**src/rtl/vx_prng_gen.sv**
```systemverilog
// rtl/vx_prng_gen.sv - multi-channel Galois LFSR random source with shared reseed/warmup engine
//
// Ports:
//   clk          clock, all state changes on the rising edge
//   reset        synchronous, active-high reset
//   out_valid    [NUM_CH]           per-channel random value available
//   out_ready    [NUM_CH]           per-channel consumer accepts value (advances that channel)
//   out_data     [NUM_CH*OUT_BITS]  channel c at bits [c*OUT_BITS +: OUT_BITS]
//   seed_valid   reseed request
//   seed_ready   reseed request can be accepted (IDLE and not in reset)
//   seed_ch      target channel of the reseed
//   seed_data    new seed value (zero is mapped to 1)

module vx_prng_gen #(
    parameter int                NUM_CH   = 4,
    parameter int                WIDTH    = 32,
    parameter int                OUT_BITS = 8,
    parameter logic [WIDTH-1:0]  TAPS     = 32'h80200003,
    parameter logic [WIDTH-1:0]  SEED     = 32'hACE12468,
    parameter int                WARMUP   = 4,
    localparam int               CH_W     = (NUM_CH > 1) ? $clog2(NUM_CH) : 1
) (
    input  logic                         clk,
    input  logic                         reset,
    output logic [NUM_CH-1:0]            out_valid,
    input  logic [NUM_CH-1:0]            out_ready,
    output logic [NUM_CH*OUT_BITS-1:0]   out_data,
    input  logic                         seed_valid,
    output logic                         seed_ready,
    input  logic [CH_W-1:0]              seed_ch,
    input  logic [WIDTH-1:0]             seed_data
);

    localparam logic [7:0]    CNT_LAST  = 8'(WARMUP - 1);
    localparam logic [CH_W:0] NUM_CH_V  = (CH_W + 1)'(NUM_CH);
    localparam logic [WIDTH-1:0] ONE    = {{(WIDTH-1){1'b0}}, 1'b1};

    typedef enum logic {
        ST_IDLE,
        ST_WARMUP
    } state_t;

    state_t            state;
    state_t            state_next;
    logic [7:0]        cnt;
    logic [CH_W-1:0]   target;
    logic [WIDTH-1:0]  s [NUM_CH];
    logic              accept;
    logic              load;

    function automatic logic [WIDTH-1:0] advance(input logic [WIDTH-1:0] v);
        return (v >> 1) ^ (v[0] ? TAPS : '0);
    endfunction

    // Zero is a lock-up state for the LFSR, so it is replaced with 1.
    function automatic logic [WIDTH-1:0] nonzero(input logic [WIDTH-1:0] v);
        return (v == '0) ? ONE : v;
    endfunction

    // Channels are decorrelated by xoring in a golden-ratio multiple of the
    // channel index; the product is taken modulo 2^32 and then resized.
    function automatic logic [WIDTH-1:0] reset_seed(input int c);
        logic [31:0] mix;
        mix = c * 32'h9E3779B9;
        return nonzero(SEED ^ WIDTH'(mix));
    endfunction

    assign seed_ready = (state == ST_IDLE) && !reset;
    assign accept     = seed_valid && seed_ready;
    // Out-of-range channel requests are consumed but change nothing.
    assign load       = accept && ({1'b0, seed_ch} < NUM_CH_V);

    always_comb begin
        for (int c = 0; c < NUM_CH; c++) begin
            out_valid[c] = !reset && !((state == ST_WARMUP) && (target == CH_W'(c)));
        end
    end

    genvar gc;
    generate
        for (gc = 0; gc < NUM_CH; gc++) begin : g_out
            assign out_data[gc*OUT_BITS +: OUT_BITS] = s[gc][OUT_BITS-1:0];
        end
    endgenerate

    always_comb begin
        state_next = state;
        case (state)
            ST_IDLE: begin
                if (load && (WARMUP != 0)) begin
                    state_next = ST_WARMUP;
                end
            end
            ST_WARMUP: begin
                if (cnt == CNT_LAST) begin
                    state_next = ST_IDLE;
                end
            end
            default: state_next = ST_IDLE;
        endcase
    end

    always_ff @(posedge clk) begin
        if (reset) begin
            state <= ST_IDLE;
        end else begin
            state <= state_next;
        end
    end

    always_ff @(posedge clk) begin
        if (reset) begin
            cnt    <= '0;
            target <= '0;
            for (int c = 0; c < NUM_CH; c++) begin
                s[c] <= reset_seed(c);
            end
        end else begin
            for (int c = 0; c < NUM_CH; c++) begin
                if (out_valid[c] && out_ready[c]) begin
                    s[c] <= advance(s[c]);
                end
            end
            // Later assignment wins: a reseed overrides a same-edge pop.
            if (load) begin
                s[seed_ch] <= nonzero(seed_data);
                cnt        <= '0;
                target     <= seed_ch;
            end else if (state == ST_WARMUP) begin
                s[target] <= advance(s[target]);
                cnt       <= cnt + 8'd1;
            end
        end
    end

endmodule

```
**config.mk**
```make
export PLATFORM = sky130hd
export DESIGN_NAME = vx_prng_gen
export DESIGN_NICKNAME = d
export VERILOG_FILES = /design/src/rtl/vx_prng_gen.sv
export SDC_FILE = /design/constraint.sdc
export NUM_CORES = 1
export LEC_CHECK = 0
export BUFFER_PORTS_ARGS = -buffer_cell sky130_fd_sc_hd__buf_2
export CAP_MARGIN = 0
export CORE_AREA = 5 5 148 150
export DETAILED_ROUTE_END_ITERATION = 10
export DIE_AREA = 0 0 153 155
export PLACE_DENSITY = 0.55
export SYNTH_ARGS = -nofsm -noshare
export SYNTH_HDL_FRONTEND = slang
export SYNTH_SLANG_ARGS = --single-unit
```
**constraint.sdc**
```tcl
create_clock -name clk -period 2.8 [get_ports clk]
set_input_delay 0.56 -clock clk [delete_from_list [all_inputs] [get_ports clk]]
set_output_delay 0.56 -clock clk [all_outputs]
set_load 0.01 [all_outputs]
```
### Yosys cells after proc, flatten, opt, wreduce, memory -nomap -nowiden

Memory sizes are Yosys's and may differ from the RTL's. A register that Yosys moved wholly into a read port is not among the register bits.
Cells that the tools add are included.

| storage, ports and cells | value |
|---|---|
| bits in writable memories | 128 |
| memories kept | 1 |
| input port bits | 41 |
| register bits after elaboration | 11 |
| output and inout bits | 37 |
| logic and storage cells | 80 |

Memory list:

| name | depth | bits a word | rd ports | clocked after Yosys merged registers in | write ports | RTL line | source |
|---|---|---|---|---|---|---|---|
| s | 4 | 32 | 5 | 1 | 5 | 47 | `logic [WIDTH-1:0] s [NUM_CH];` |

| operators by class | value |
|---|---|
| add/sub/neg operators | 1 |
| bitwise gates (word level) | 10 |
| muxes and demuxes | 38 |
| equality and inequality tests | 4 |
| reductions and logical operators | 23 |

Operators with widths:

| kind | number |
|---|---|
| $mux 32 | 11 |
| $xor 31x32->32 | 5 |
| $logic_not 32->1 | 1 |
| $reduce_or 32->1 | 1 |
| $mux 1 | 23 |
| $logic_and 1x1->1 | 14 |
| $add 8x1->8 const B | 1 |
| $eq 8x2->1 const B | 1 |
| $mux 2 | 3 |
| $logic_not 1->1 | 5 |
| $eq 2x2->1 const B | 2 |
| $or 1x1->1 | 4 |
| $eq 2x1->1 const B | 1 |
| $logic_not 2->1 | 1 |
| $pmux 1 s2 | 1 |
| $reduce_or 2->1 | 1 |
| $not 1->1 | 1 |

### Logic depth before layout (Yosys ltp)

Gate-level depths: netlist (run 1).

| depth | value |
|---|---|
| depth after elaboration | 9 |
| depth in mapped cells | 8 |
| depth with buffers taken out | 4 |

### Worst setup path after synthesis (run 1)

No wires, ideal clock.

| timing path | value |
|---|---|
| path type | input-to-reg |
| start point | in reset |
| end point | mem s[1][0], enable pin |
| library setup time | 0.390 ns |
| data required time | 2.410 ns |
| buffers on the path | 1 |
| data arrival time | 2.124 ns |
| setup slack | 0.286 ns |
| stages | 5 |
| cell sequence | and2b_4 buf_6 o21ai_4 nor2_2 or3_1 |

RTL lines:

| item | RTL line | source |
|---|---|---|
| from (decl) | 24 | `input logic reset,` |
| to (decl) | 47 |  |

==> qor.csv, run 1 <==
metric,value,unit
run_status,finished clean,
drc,0,
cts_max_level,4,
yosysSeqAreaShare,51.4,%
grt_pass1_wl,34900,um
tritoncts,done,
intPower,4270,uW
sequentialPowerShare,45.6,%
worst_ep_arrival_time,2.66,ns
final_hold_slack,0.500,ns
io-pin-count,78,
yosys.cell_count.top_type,sky130_fd_sc_hd__edfxtp_1,
fin_nets,613,
avgSynthCellArea,15.6,um2
layout-drive-gt1-share,38.0,%
ys_ff_latch,141,
grt_start_max_net_pins,33,
grt_use_total,19.7,%
detail_route.iter0.violations,376,
timing.setup.critical_path_class,flop to flop,
final.setup.tns,0,ns
distinct_cell_type_count_after_synthesis,62,
dp.final_hpwl,14500,um
seqCellArea,4110,um2
globalRoute.totalOverflow,0,
synth-adder-area-share,0.157,%
antenna_found_initial,0,
port_buffers,77,
synth_compound_gate_area_share,17.3,%
row_count,53,
final-max-slew-violation-count,0,
start_util,38.9,%
yosysWarnings,0,
hold_viol_final,0,
timing.critical_path.from_type,flop,
fillerInstances,1863,
setup_viol,0,
post-place-cells,827,
synth_edf_count,128,
post-route-min-period,2.54,ns
numClockSinks,141,
clock_latency,0.43,ns
synthDominantCellAreaShare,48.1,%
num_vias,5188,
cp_max_fo,20,
grt_pass1_vias,5469,
synth.cells.most_frequent,"sky130_fd_sc_hd__edfxtp_1 (128), sky130_fd_sc_hd__o2bb2ai_1 (60), sky130_fd_sc_hd__a2bb2oi_1 (47)",
p_leak,0.00296,uW
netlist_instances,513,
end_kind,flop,
combinational_family_with_the_most_area_after_synthesis,compound AO/OA/AOI/OAI gates,
clock_skew_after_layout,0.00943,ns
post_synth_and_or_nand_nor_area_fraction,5.72,%
vdd.ir_drop.worst,457,uV
synthArstFlopShare,0,%
worstHoldPathType,input pin to flop,
core-area,20600,um2
floorplan.die_area,23700,um2
power_switching,1590,uW
cts_buf_count,17,
wirelength,23300,um
power.share.switching,27.2,%
floorplan.die.height,155,um
syn-cell-area,7990,um2
grt_setup_unrepaired,no,
wl_per_cell,27.1,um
post_cts_resize_count,0,
synth_fp_nets,555,
post_cts_setup_buffers,0,
timing.max_cap.violations,0,
muxShareOfSynthArea,16.4,%
ctsLongestPathBuffers,2,
detailed_place.area,8440,um2
worst_setup_hold_path_clk_slew,0.06,ns
clock_power_share,37.9,%
synth-main-ff-cell,sky130_fd_sc_hd__edfxtp_1,
cts.root.buffer_cell,sky130_fd_sc_hd__clkbuf_16,
fmax,0.394,GHz
slew_headroom,39.2,%
postLayoutCellArea,9000,um2
power_per_cell_area,652,nW/um2
hold_fix_buffers_at_cts,0,
die_w,153,um
viasPerCell,6.04,
global_placement_routability_congestion,0.856,
final.period_utilization,90.6,%
synth_area_leader_cell,sky130_fd_sc_hd__edfxtp_1,
worst_slew_pin_slew,0.912,ns
combPwrFrac,16.5,%
area.growth.synth_to_final,12.6,%
multi_input_gate_area_in_the_final_layout,3350,um2
postRouteAntennaNets,0,
leading_post_synthesis_cells_by_cell_area,"sky130_fd_sc_hd__edfxtp_1 (48%), sky130_fd_sc_hd__mux4_2 (9.0%), sky130_fd_sc_hd__o2bb2ai_1 (6.6%)",
layout.cells.non_filler,859,
firstDrtPassIters,5,
synthXorXnorAreaFrac,2.41,%
num_antenna_cells,0,
crit_required,2.93,ns
==> worst max-delay path, stage by stage (launching register included) <==
cell                       delay [ns]
sky130_fd_sc_hd__dfxtp_1         0.78
sky130_fd_sc_hd__and4bb_2        0.34
sky130_fd_sc_hd__o221ai_4        0.17
sky130_fd_sc_hd__and2_1          0.75
sky130_fd_sc_hd__a222oi_1        0.19
==> cell families after synthesis <==
family | count (synthesis)
compound gates | 145
xor+xnor | 22
fa+ha+maj | 1
buf+inv | 69
flops | 141
mux | 66
simple gates | 69
==> layer usage <==
metal  part of all wire (%)  wire length, um  global-route usage [%]
met1                     43            10000                    26.0
met2                     48            11100                    32.0
met3                    6.2             1450                    3.84
met4                    3.1              730                    8.53
met5                      0                0                       0
==> placed cells by master, fill, tap and decap left out, types with 5 or more instances in the layout <==
master	count
sky130_fd_sc_hd__xnor2_1	12
sky130_fd_sc_hd__nor4_1	8
sky130_fd_sc_hd__xor2_1	10
sky130_fd_sc_hd__a2bb2oi_1	47
sky130_fd_sc_hd__mux2i_4	19
sky130_fd_sc_hd__mux2i_1	12
sky130_fd_sc_hd__clkinv_2	5
sky130_fd_sc_hd__a2bb2oi_2	9
sky130_fd_sc_hd__o22ai_1	5
sky130_fd_sc_hd__buf_2	77
sky130_fd_sc_hd__edfxtp_1	128
sky130_fd_sc_hd__dfxtp_1	12
sky130_fd_sc_hd__o2bb2ai_1	60
sky130_fd_sc_hd__nor2_1	18
sky130_fd_sc_hd__mux4_2	32
sky130_fd_sc_hd__buf_4	27
sky130_fd_sc_hd__clkbuf_16	17
==> through the flow <==
stage	util [%]	power, uW	setup WS, ns
2_1_floorplan	-	3400	0.286
5_1_grt	43.8	6030	0.153
6_report	43.8	5860	0.262
3_5_place_dp	41.1	3680	0.260
3_3_place_gp	41.1	3670	0.302
4_1_cts	43.8	5870	0.314
==> power groups by stage <==
stage               sequential (uW)  clock (uW)  combinational [uW]
finish                         2670        2220                 967
global route                   2690        2320                1030
CTS                            2670        2230                 972
detailed placement             2710           0                 970
global placement               2710           0                 959
floorplan                      2650           0                 757
==> path summary, 6_finish.rpt <==
| path | startpoint | to | slack [ns] | cells after the start |
|---|---|---|---|---|
| hold / removal | seed_ch[0] | flop | 0.50 | 3 |
| setup reg to reg | state | s[1][0] | 0.26 | 4 |
| hold reg to reg | cnt[6] | cnt[6] | 0.54 | 2 |
| setup / recovery | state | s[1][0] | 0.26 | 4 |
==> area by class of cell <==
| cell class | instances | area share [%] |
|---|---|---|
| clock buffer | 20 | 4.85 |
| clock inverter | 12 | 1.35 |
| inverter | 2 | 0.0834 |
| multi-input combinational | 303 | 37.3 |
| sequential | 141 | 45.6 |
| tap | 275 | 3.82 |
| timing repair buffer | 106 | 6.98 |
==> sequential cells by signal (all words and copies together), names as in the netlist, named ones only <==
name and flops:
state 1, cnt 8, s 128, target 2
(Power assumes the default switching activity.)
==> inputs of run 2 (changes only) <==
--- a/config.mk
+++ b/config.mk
@@ -7,9 +7,9 @@
 export LEC_CHECK = 0
 export BUFFER_PORTS_ARGS = -buffer_cell sky130_fd_sc_hd__buf_2
 export CAP_MARGIN = 0
-export CORE_AREA = 5 5 148 150
+export CORE_AREA = 5 5 189 118
 export DETAILED_ROUTE_END_ITERATION = 10
-export DIE_AREA = 0 0 153 155
+export DIE_AREA = 0 0 194 123
 export PLACE_DENSITY = 0.55
 export SYNTH_ARGS = -nofsm -noshare
 export SYNTH_HDL_FRONTEND = slang
==> qor.csv, run 2 (synthesis gave the netlist of run 1 again) <==
metric,value,unit,change
post_route_worst_setup_slack,0.432,ns,+0.170 ns
grt_pass1_vias,5325,,-2.6%
hold_viol_final,0,,unchanged
vdd.ir_drop.worst,469,uV,+2.6%
worstSetupPathDepth,4,,unchanged
hold_fix_buffers_at_cts,0,,unchanged
crit_family,flip-flops,,
post_cts_setup_buffers,0,,unchanged
most-common-layout-cells,"sky130_fd_sc_hd__edfxtp_1 (128), sky130_fd_sc_hd__buf_2 (77), sky130_fd_sc_hd__o2bb2ai_1 (60)",,
cts_buf_count,17,,unchanged
fmax,0.422,GHz,+7.2%
p_leak,0.00305,uW,+3.0%
p_total,6070,uW,+3.5%
drc,0,,unchanged
timing.setup.critical_path_class,flop to output port,,
worst_ep_arrival_time,1.81,ns,-0.85 ns
layout-drive-gt1-share,40.1,%,+2.1 points
detail_route.iter0.violations,513,,+36%
post-route-min-period,2.37,ns,-0.170 ns
postRouteAntennaNets,0,,unchanged
post_cts_resize_count,0,,unchanged
timing.critical_path.from_type,flop,,
grt_use_total,21.2,%,+1.5 points
num_vias,5483,,+5.7%
num_antenna_cells,0,,unchanged
largest_reg_flops,128,,unchanged
tritoncts,done,,
floorplan.die_area,23900,um2,+0.62%
reg.largest.list,"s (128), cnt (8), target (2)",,
wl_per_cell,28.5,um,+5.3%
worst_slew_pin_slew,0.621,ns,-0.291 ns
top_usage_layer,met1,,
fin_nets,627,,+2.3%
dpl_worst_slack,0.348,ns,+0.0875 ns
grt_pass1_wl,37200,um,+6.7%
clock_latency,0.44,ns,about the same
antenna_found_initial,0,,unchanged
power_per_cell_area,663,nW/um2,+1.7%
ctsLongestPathBuffers,2,,unchanged
final_common_cell,sky130_fd_sc_hd__edfxtp_1,,
worst_setup_hold_path_clk_slew,0.06,ns,about the same
global_placement_routability_congestion,0.844,,-1.4%
reg2reg_depth,4,,unchanged
worstHoldPathType,input pin to flop,,
setup_viol,0,,unchanged
firstDrtPassIters,5,,unchanged
grt_start_max_net_pins,28,,-15%
cp_max_fo,13,,-35%
row_count,41,,-23%
final.setup.tns,0,ns,unchanged
grt_setup_unrepaired,no,,
floorplan.die.height,123,um,-21%
cts.root.buffer_cell,sky130_fd_sc_hd__clkbuf_16,,
gr-usage-met2,29.1,%,-2.9 points
end_kind,output port,,
clock_skew_after_layout,0.00940,ns,-0.0000231 ns
critical_path.cell_chain,"buf_4, and3b_1, nor2_1, buf_2",,
io-pin-count,78,,unchanged
viasPerCell,6.25,,+3.5%
worst_hold_path.num_cells,3,,unchanged
grt_util_met1,31.9,%,+5.9 points
numClockSinks,141,,unchanged
final.period_utilization,84.6,%,-6.1 points
register_with_the_most_flip_flops,s,,
critical-path-max-stage-delay,0.63,ns,-0.15 ns
port_buffers,77,,unchanged
cp_slowest_cell,sky130_fd_sc_hd__dfxtp_1,,
start_util,39.0,%,+0.17 points
timing.max_cap.violations,0,,unchanged
slew_headroom,58.6,%,+19 points
core-area,20500,um2,-0.43%
die_w,194,um,+27%
final-max-slew-violation-count,0,,unchanged
crit_required,2.24,ns,-0.69 ns
grt.met3_usage,7.41,%,+3.6 points
wirelength,25000,um,+7.5%
dp.final_hpwl,17000,um,+17%
globalRoute.totalOverflow,0,,unchanged
cts_max_level,4,,unchanged
area.growth.synth_to_final,14.7,%,
timing.critical_path.buf_inv,2,,+2
run_status,finished clean,,
fillerInstances,1828,,-1.9%
[run 2: cell count changes in the layout (fill, tap and decap cells not counted)]
cell,before,now
sky130_fd_sc_hd__clkinv_2,5,0
sky130_fd_sc_hd__buf_12,2,3
sky130_fd_sc_hd__inv_6,1,6
sky130_fd_sc_hd__inv_8,0,2
sky130_fd_sc_hd__clkinv_4,1,2
sky130_fd_sc_hd__clkinv_1,1,0
sky130_fd_sc_hd__clkbuf_1,3,0
sky130_fd_sc_hd__buf_4,27,40
sky130_fd_sc_hd__clkinvlp_4,2,3
[run 2: worst paths after layout]
path / slack, ns / from / to
setup / recovery: 0.43 / state / out_valid[2]
hold / removal: 0.48 / seed_ch[0] / flop
setup reg to reg: 0.46 / state / s[0][10]
hold reg to reg: 0.53 / cnt[7] / cnt[7]
[run 2: cell type report]
cell class                 count  area [um2]  share of cell area, %
sequential                   141        4110                   44.8
tap                          279         349                   3.81
inverter                       2        7.51                 0.0819
clock buffer                  17         425                   4.64
clock inverter                15         175                   1.91
timing repair buffer         120         746                   8.14
multi-input combinational    303        3350                   36.6
[run 2: where the power goes]
| group | internal (uW) | switching, uW |
|---|---|---|
| registers | 2530 | 159 |
| logic | 461 | 559 |
| clock network | 1340 | 1020 |
[run 2: tightest hold or removal path: stages]
cell	delay, ns
sky130_fd_sc_hd__buf_2	0.13
sky130_fd_sc_hd__mux2i_1	0.07
sky130_fd_sc_hd__nor2_1	0.11
[run 2: through the flow]
| stage | hold WS [ns] | utilization (%) | cell area, um2 | cells |
|---|---|---|---|---|
| floorplan | 0.472 | - | 7990 | 513 |
| global placement | 0.487 | 41.8 | 8560 | 845 |
| detailed placement | 0.517 | 41.8 | 8560 | 845 |
| CTS | 0.466 | 44.8 | 9160 | 877 |
| global route | 0.501 | 44.8 | 9160 | 877 |
| finish | 0.480 | 44.8 | 9160 | 877 |
[run 2: per-layer routing]
| metal | part of all wire, % | wire, um | vias up |
|---|---|---|---|
| li1 | - | - | 2262 |
| met1 | 46 | 11600 | 2841 |
| met2 | 41 | 10200 | 348 |
| met3 | 11 | 2770 | 32 |
| met4 | 1.7 | 437 | 0 |
| met5 | 0 | 0 | - |
